File: src/rtl/dmem_io_responder.sv
`default_nettype none
// ============================================================================
// Module      : dmem_io_responder
// Description : Data-port responder for a single-cycle MIPS datapath. Decodes
//               the byte address into a word-addressed data RAM and a small
//               memory-mapped I/O block (LED, switches, cycle counter).
//               Stalls the processor for one cycle while a RAM read is in
//               flight.
// Revision    : 1.0 - initial release
// ============================================================================
module dmem_io_responder #(
    parameter int               DBITS     = 32,
    parameter int               NLOC      = 64,
    parameter logic [DBITS-1:0] DMEM_BASE = 32'h1001_0000,
    parameter logic [DBITS-1:0] IO_BASE   = 32'h1003_0000
) (
    input  logic             clk,
    input  logic             reset,
    input  logic [DBITS-1:0] mem_addr,
    input  logic [DBITS-1:0] mem_writedata,
    input  logic             mem_wr,
    input  logic             mem_rd,
    output logic [DBITS-1:0] mem_readdata,
    output logic             enable,
    input  logic [15:0]      sw,
    output logic [15:0]      led,
    output logic             addr_err
);

    localparam int               c_AW       = $clog2(NLOC);
    localparam logic [DBITS-1:0] c_DMEM_END = DMEM_BASE + DBITS'(4 * NLOC);
    localparam logic [DBITS-1:0] c_IO_LED   = IO_BASE;
    localparam logic [DBITS-1:0] c_IO_SW    = IO_BASE + DBITS'(4);
    localparam logic [DBITS-1:0] c_IO_CYC   = IO_BASE + DBITS'(8);
    localparam logic [DBITS-1:0] c_ONE      = DBITS'(1);

    localparam logic [0:0] c_ST_IDLE    = 1'b0;
    localparam logic [0:0] c_ST_RD_WAIT = 1'b1;

    logic [0:0]       r_state;
    logic [0:0]       w_state_nxt;
    logic [15:0]      r_led;
    logic [DBITS-1:0] r_cycles;
    logic             r_addr_err;
    logic [DBITS-1:0] r_ram [NLOC];
    logic [DBITS-1:0] r_ram_q;

    logic             w_dmem_hit;
    logic             w_io_led;
    logic             w_io_sw;
    logic             w_io_cyc;
    logic             w_unmapped;
    logic             w_rd_only;
    logic             w_ram_we;
    logic             w_ram_re;
    logic [c_AW-1:0]  w_idx;
    logic             w_enable;
    logic [DBITS-1:0] w_rdata;

    // Low two address bits take part only in the RAM range check; I/O
    // registers are matched on the word address.
    assign w_dmem_hit = (mem_addr >= DMEM_BASE) && (mem_addr < c_DMEM_END);
    assign w_io_led   = (mem_addr[DBITS-1:2] == c_IO_LED[DBITS-1:2]);
    assign w_io_sw    = (mem_addr[DBITS-1:2] == c_IO_SW[DBITS-1:2]);
    assign w_io_cyc   = (mem_addr[DBITS-1:2] == c_IO_CYC[DBITS-1:2]);
    assign w_unmapped = !(w_dmem_hit || w_io_led || w_io_sw || w_io_cyc);
    assign w_idx      = mem_addr[c_AW+1:2];

    // A simultaneous read and write is handled purely as a write.
    assign w_rd_only  = mem_rd && !mem_wr;
    assign w_ram_we   = mem_wr && w_dmem_hit;
    assign w_ram_re   = (r_state == c_ST_IDLE) && w_rd_only && w_dmem_hit;

    // Data RAM: synchronous write, registered read launched from IDLE only.
    always_ff @(posedge clk) begin
        if (w_ram_we) begin
            r_ram[w_idx] <= mem_writedata;
        end
        if (w_ram_re) begin
            r_ram_q <= r_ram[w_idx];
        end
    end

    // Control state, I/O registers, free-running counter and sticky error.
    always_ff @(posedge clk or negedge reset) begin
        if (!reset) begin
            r_state    <= c_ST_IDLE;
            r_led      <= 16'h0000;
            r_cycles   <= '0;
            r_addr_err <= 1'b0;
        end else begin
            r_state <= w_state_nxt;
            if (mem_wr && w_io_led) begin
                r_led <= mem_writedata[15:0];
            end
            // Clearing write takes priority over the per-cycle increment.
            if (mem_wr && w_io_cyc) begin
                r_cycles <= '0;
            end else begin
                r_cycles <= r_cycles + c_ONE;
            end
            if ((mem_rd || mem_wr) && w_unmapped) begin
                r_addr_err <= 1'b1;
            end
        end
    end

    // Next state, stall and read-data mux; reset forces enable high and data low.
    always_comb begin
        w_state_nxt = r_state;
        w_enable    = 1'b1;
        w_rdata     = '0;
        if (r_state == c_ST_RD_WAIT) begin
            w_rdata     = r_ram_q;
            w_state_nxt = c_ST_IDLE;
        end else if (w_ram_re) begin
            w_enable    = 1'b0;
            w_state_nxt = c_ST_RD_WAIT;
        end else if (w_rd_only) begin
            if (w_io_led) begin
                w_rdata = {{(DBITS-16){1'b0}}, r_led};
            end else if (w_io_sw) begin
                w_rdata = {{(DBITS-16){1'b0}}, sw};
            end else if (w_io_cyc) begin
                w_rdata = r_cycles;
            end
        end
        if (!reset) begin
            w_enable = 1'b1;
            w_rdata  = '0;
        end
    end

    assign mem_readdata = w_rdata;
    assign enable       = w_enable;
    assign led          = r_led;
    assign addr_err     = r_addr_err;

endmodule
`default_nettype wire

File: config.mk
export PLATFORM = sky130hd
export DESIGN_NAME = dmem_io_responder
export DESIGN_NICKNAME = d
export VERILOG_FILES = /design/src/rtl/dmem_io_responder.sv
export SDC_FILE = /design/constraint.sdc
export NUM_CORES = 2
export LEC_CHECK = 0
export ABC_AREA = 1
export CORE_UTILIZATION = 45
export CTS_BUF_LIST = sky130_fd_sc_hd__clkbuf_4 sky130_fd_sc_hd__clkbuf_8
export DETAILED_ROUTE_END_ITERATION = 8
export GPL_TIMING_DRIVEN = 0
export SYNTH_ARGS = -nofsm -noshare
export SYNTH_HDL_FRONTEND = slang
export SYNTH_SLANG_ARGS = --single-unit
File: constraint.sdc
create_clock -name clk -period 6.4 [get_ports clk]
set_input_delay 1.28 -clock clk [delete_from_list [all_inputs] [get_ports clk]]
set_output_delay 1.28 -clock clk [all_outputs]
set_load 0.01 [all_outputs]
==> summary.md <==
| Metric | Value |
|---|---|
| Mapped Cells | 7216 |
| Number of clock sinks | 2130 |
| Post-synthesis register bit count | between 2000 and 2500 |
| # Max-Cap Violations | 2 |
| Utilization after layout | about 53% |
| DRT Wirelength | around 300000 microns |
| Violation count after the first detailed-route iteration | ~8000 |
| First-pass GRT wire length | roughly 420000 microns |
| Cell mode on critical path | nand3_1 |
| Commonest non-fill, non-tap cell in the layout | nand2_1 |
| Initial antenna violation count | 14 |
| Total GRT Usage | between 30% and 40% |
| Antenna Violating Nets Remaining | 0 |
| First-pass detailed-route iteration total | 8 |
| Drt via density | 5.686 |
| Routability Congestion | a little over 1 |
| EDFF count, synth | roughly 2100 |
| Relative slew margins | -4.839% |
| Pin count of the biggest net entering global routing | 66 |
| Sw Share | roughly 24% |
| CP top delay family | buffers and inverters |
| Clock transition at path regs | ~0.060 ns |
| Synth Area in XOR/XNOR | 0.1939% |
| IO Port Bufs | ~130 |
| Synth Flop Type | edfxtp_1 |
| Postcts setup bufs | 0 |
| Clk_skew | ~0.074 ns |
| Main combinational cell family by area after synthesis | simple AND/OR/NAND/NOR gates |
| Crit. End Element | primary output |
| Multiplexer area fraction after synthesis | 0% |
| Critical path class | in -> out |
| Mapped Nets | around 7300 |
| Status | finished, violations left |
| Cell Count, Final, Fillers Out | 10560 |
| Post-Synth Adder-Cell Area | less than 1% |
| Worst Max-Slew Pin Slew | ~1.6 ns |
| Cell Pwr Density | 291.0 mW/mm^2 |
| Share of layout cells above drive strength 1 | around 12% |
| Worst hold path type | in -> async |
| CTS Buffer Depth | 4 |
| Final setup fails | 0 |
| Worst VDD drop | 0.1486 mV |
| DP Wirelength | approximately 210000 microns |
| Avg Synthesized Cell Area | roughly 12 sq um |
| Die Ht | about 440 microns |
| CP max-delay cell | clkdlybuf4s50_1 |
| Max incr delay on CP | 0.59 ns |
| P_sw | between 7 and 8 mW |
| Synthesized area | between 0.08 and 0.09 sq mm |
| Initial core utilization | between 40% and 50% |
| DR DRC count | 0 |
| DIE WIDTH | between 400 and 500 microns |
| Ys Warns | 0 |
| Pleak | ~36 nW |
| Synth Area in Simple Gates | approximately 16% |
| CTS resizes | 0 |
| Nets@finish | 7898 |
| Sequential Power Share | 52.9% |
| FF-to-FF End | r_cycles[12] |
| Synth Area in Compound Gates | 5.999% |
| Drt wl/cell | roughly 29 microns |
| Die area | approximately 0.19 sq mm |
| Cts bufs inserted | ~370 |
| WP data arrival | between 5 and 6 ns |
| Failing checks | capacitance limit, slew limit |
| Io pins | around 130 |
| CTS tree | built |
| Most frequent cells in the layout | nand2_1, edfxtp_1, nor2_1, o21ai_0, clkbuf_8 |
| Asr flop ratio synth | between 2 and 2.5% |
| Final hold vios | 0 |
| Clock root cell | clkbuf_8 |
| Crit Path Max Fanout | 11 |
| Total power | about 29 mW |
| Yosys cell types | 36 |
| Clock power frac | between 40% and 50% |
| Critical path cell sequence | clkdlybuf4s50_1, clkinv_2, buf_6, buf_6, nand3_1, nor2_2, buf_2, nand3_1, nand3_1, nand2_1, a21oi_1, clkdlybuf4s50_1 |
| Area Growth Syn to Fin | 15.97% |
| Vias in the first global route | between 50000 and 60000 |
| Fin. max-slew vios | 20 |
| R2R Path Start | r_cycles[0] |
| WP buf/inv | 6 |
| Critical Path RT | about 5.1 ns |
| Placed cells | 9940 |
| Post-CTS Hold Buffers | 0 |
| Placeable Area | between 0.15 and 0.2 sq mm |
| Worst-Skew Late Latency | around 1.1 ns |
| Startpoint types | primary input |
| RSZ-0062 raised after global routing | no |
| Minimum clock period | around 6.3 ns |
| Via count | 60030 |
| GR Overflow Total | 0 |
| Final period utilization | 99.04% |
| Combinational power share | between 6 and 7% |
| F_max | roughly 0.16 GHz |
| Flop2flop setup slack | 4.06 ns |
| P_int | between 20 and 25 mW |
| Total Neg Setup Slack | 0 ns |
| Register area share after synthesis | 74.25% |
| H-Tree Depth | 5 |
| Register-to-Register Path Depth | 10 |
| FP Rows | 159 |
-- worst register-to-register path, delay by kind of cell, from the launching register on --
kind	cells	cell delay (ns)
buf+inv	2	0.20
fa+ha+maj	1	0.18
simple gates	5	1.19
flops	1	0.38
compound gates	2	0.22
-- synthesized netlist by cell type (12+ instances only) --
cell type | count | area, sq um
a21oi_1 | 368 | 1842
buf_1 | 31 | 116.4
buf_2 | 181 | 905.9
buf_4 | 44 | 330.3
clkbuf_1 | 132 | 495.5
dfrtp_1 | 50 | 1251
edfxtp_1 | 2080 | 62460
inv_1 | 247 | 927.1
nand2_1 | 2286 | 8581
nand3_1 | 295 | 1476
nand3b_1 | 38 | 285.3
nand4_1 | 124 | 775.7
nor2_1 | 639 | 2399
nor3_1 | 17 | 85.08
o211ai_1 | 95 | 713.2
o21ai_0 | 513 | 2567
xor2_1 | 12 | 105.1
-- layout make-up --
class	count	area, sq um
Multi-Input combinational cell	4421	19630
Clock buffer	496	6063
Antenna cell	5	12.51
Clock inverter	116	575.6
Tap cell	2495	3122
Fill cell	16390	89090
Sequential cell	2130	63710
Timing Repair Buffer	229	3440
Inverter	269	1011
Buffer	396	1938
-- logic make-up after synthesis --
| group | after synthesis |
|---|---|
| adder cells (fa/ha/maj) | 1 |
| AO/OA/AOI/OAI | 980 |
| XOR/XNOR | 19 |
| flip-flops | 2130 |
| AND/OR/NAND/NOR | 3421 |
| buffers and inverters | 665 |
-- worst max path at each step --
stage	cells past startpoint	endpoint	start	slack (ns)
after floorplan	8	enable	mem_addr[25]	0.58
after global placement	9	r_ram[45][7]	mem_addr[2]	-1.75
after detailed placement	12	mem_readdata[9]	mem_addr[2]	0.1
after CTS	12	mem_readdata[9]	mem_addr[2]	0.08
after global routing	12	mem_readdata[6]	mem_addr[2]	0.09
final	12	mem_readdata[9]	mem_addr[2]	0.06
-- stage by stage --
step	cell area, sq um	hold slack (ns)	worst slack [ns]
finish	99510	0.2491	0.06136
global route	99500	0.2579	0.08926
CTS	99490	0.1834	0.08360
detailed placement	92850	0.4590	0.09536
global placement	90210	0.4554	-1.746
floorplan	85810	0.4553	0.5813
-- flip-flops by register name (all words and copies together) (netlist names) --
| register | cells |
|---|---|
| addr_err | 1 |
| r_ram | 2048 |
| r_ram_q | 32 |
| r_cycles | 32 |
| r_state | 1 |
| led | 16 |
-- power groups by stage --
stage	Sequential (mW)	Clock (mW)	Combinational [mW]
floorplan	15.6	0	0.787
global placement	15.7	0	1.84
detailed placement	15.6	0	1.93
CTS	15.3	11.7	1.94
global route	15.3	12.3	2.07
finish	15.3	11.7	1.99
-- per-layer routing --
metal	vias up	routed length, microns	global-route usage, %
met5	-	28	0
met4	4	19050	17.71
met3	701	33230	7.580
met2	3480	136400	48.34
met1	29510	117600	41.27
li1	26330	-	-
No activity file was read; power rests on OpenSTA's default activity.
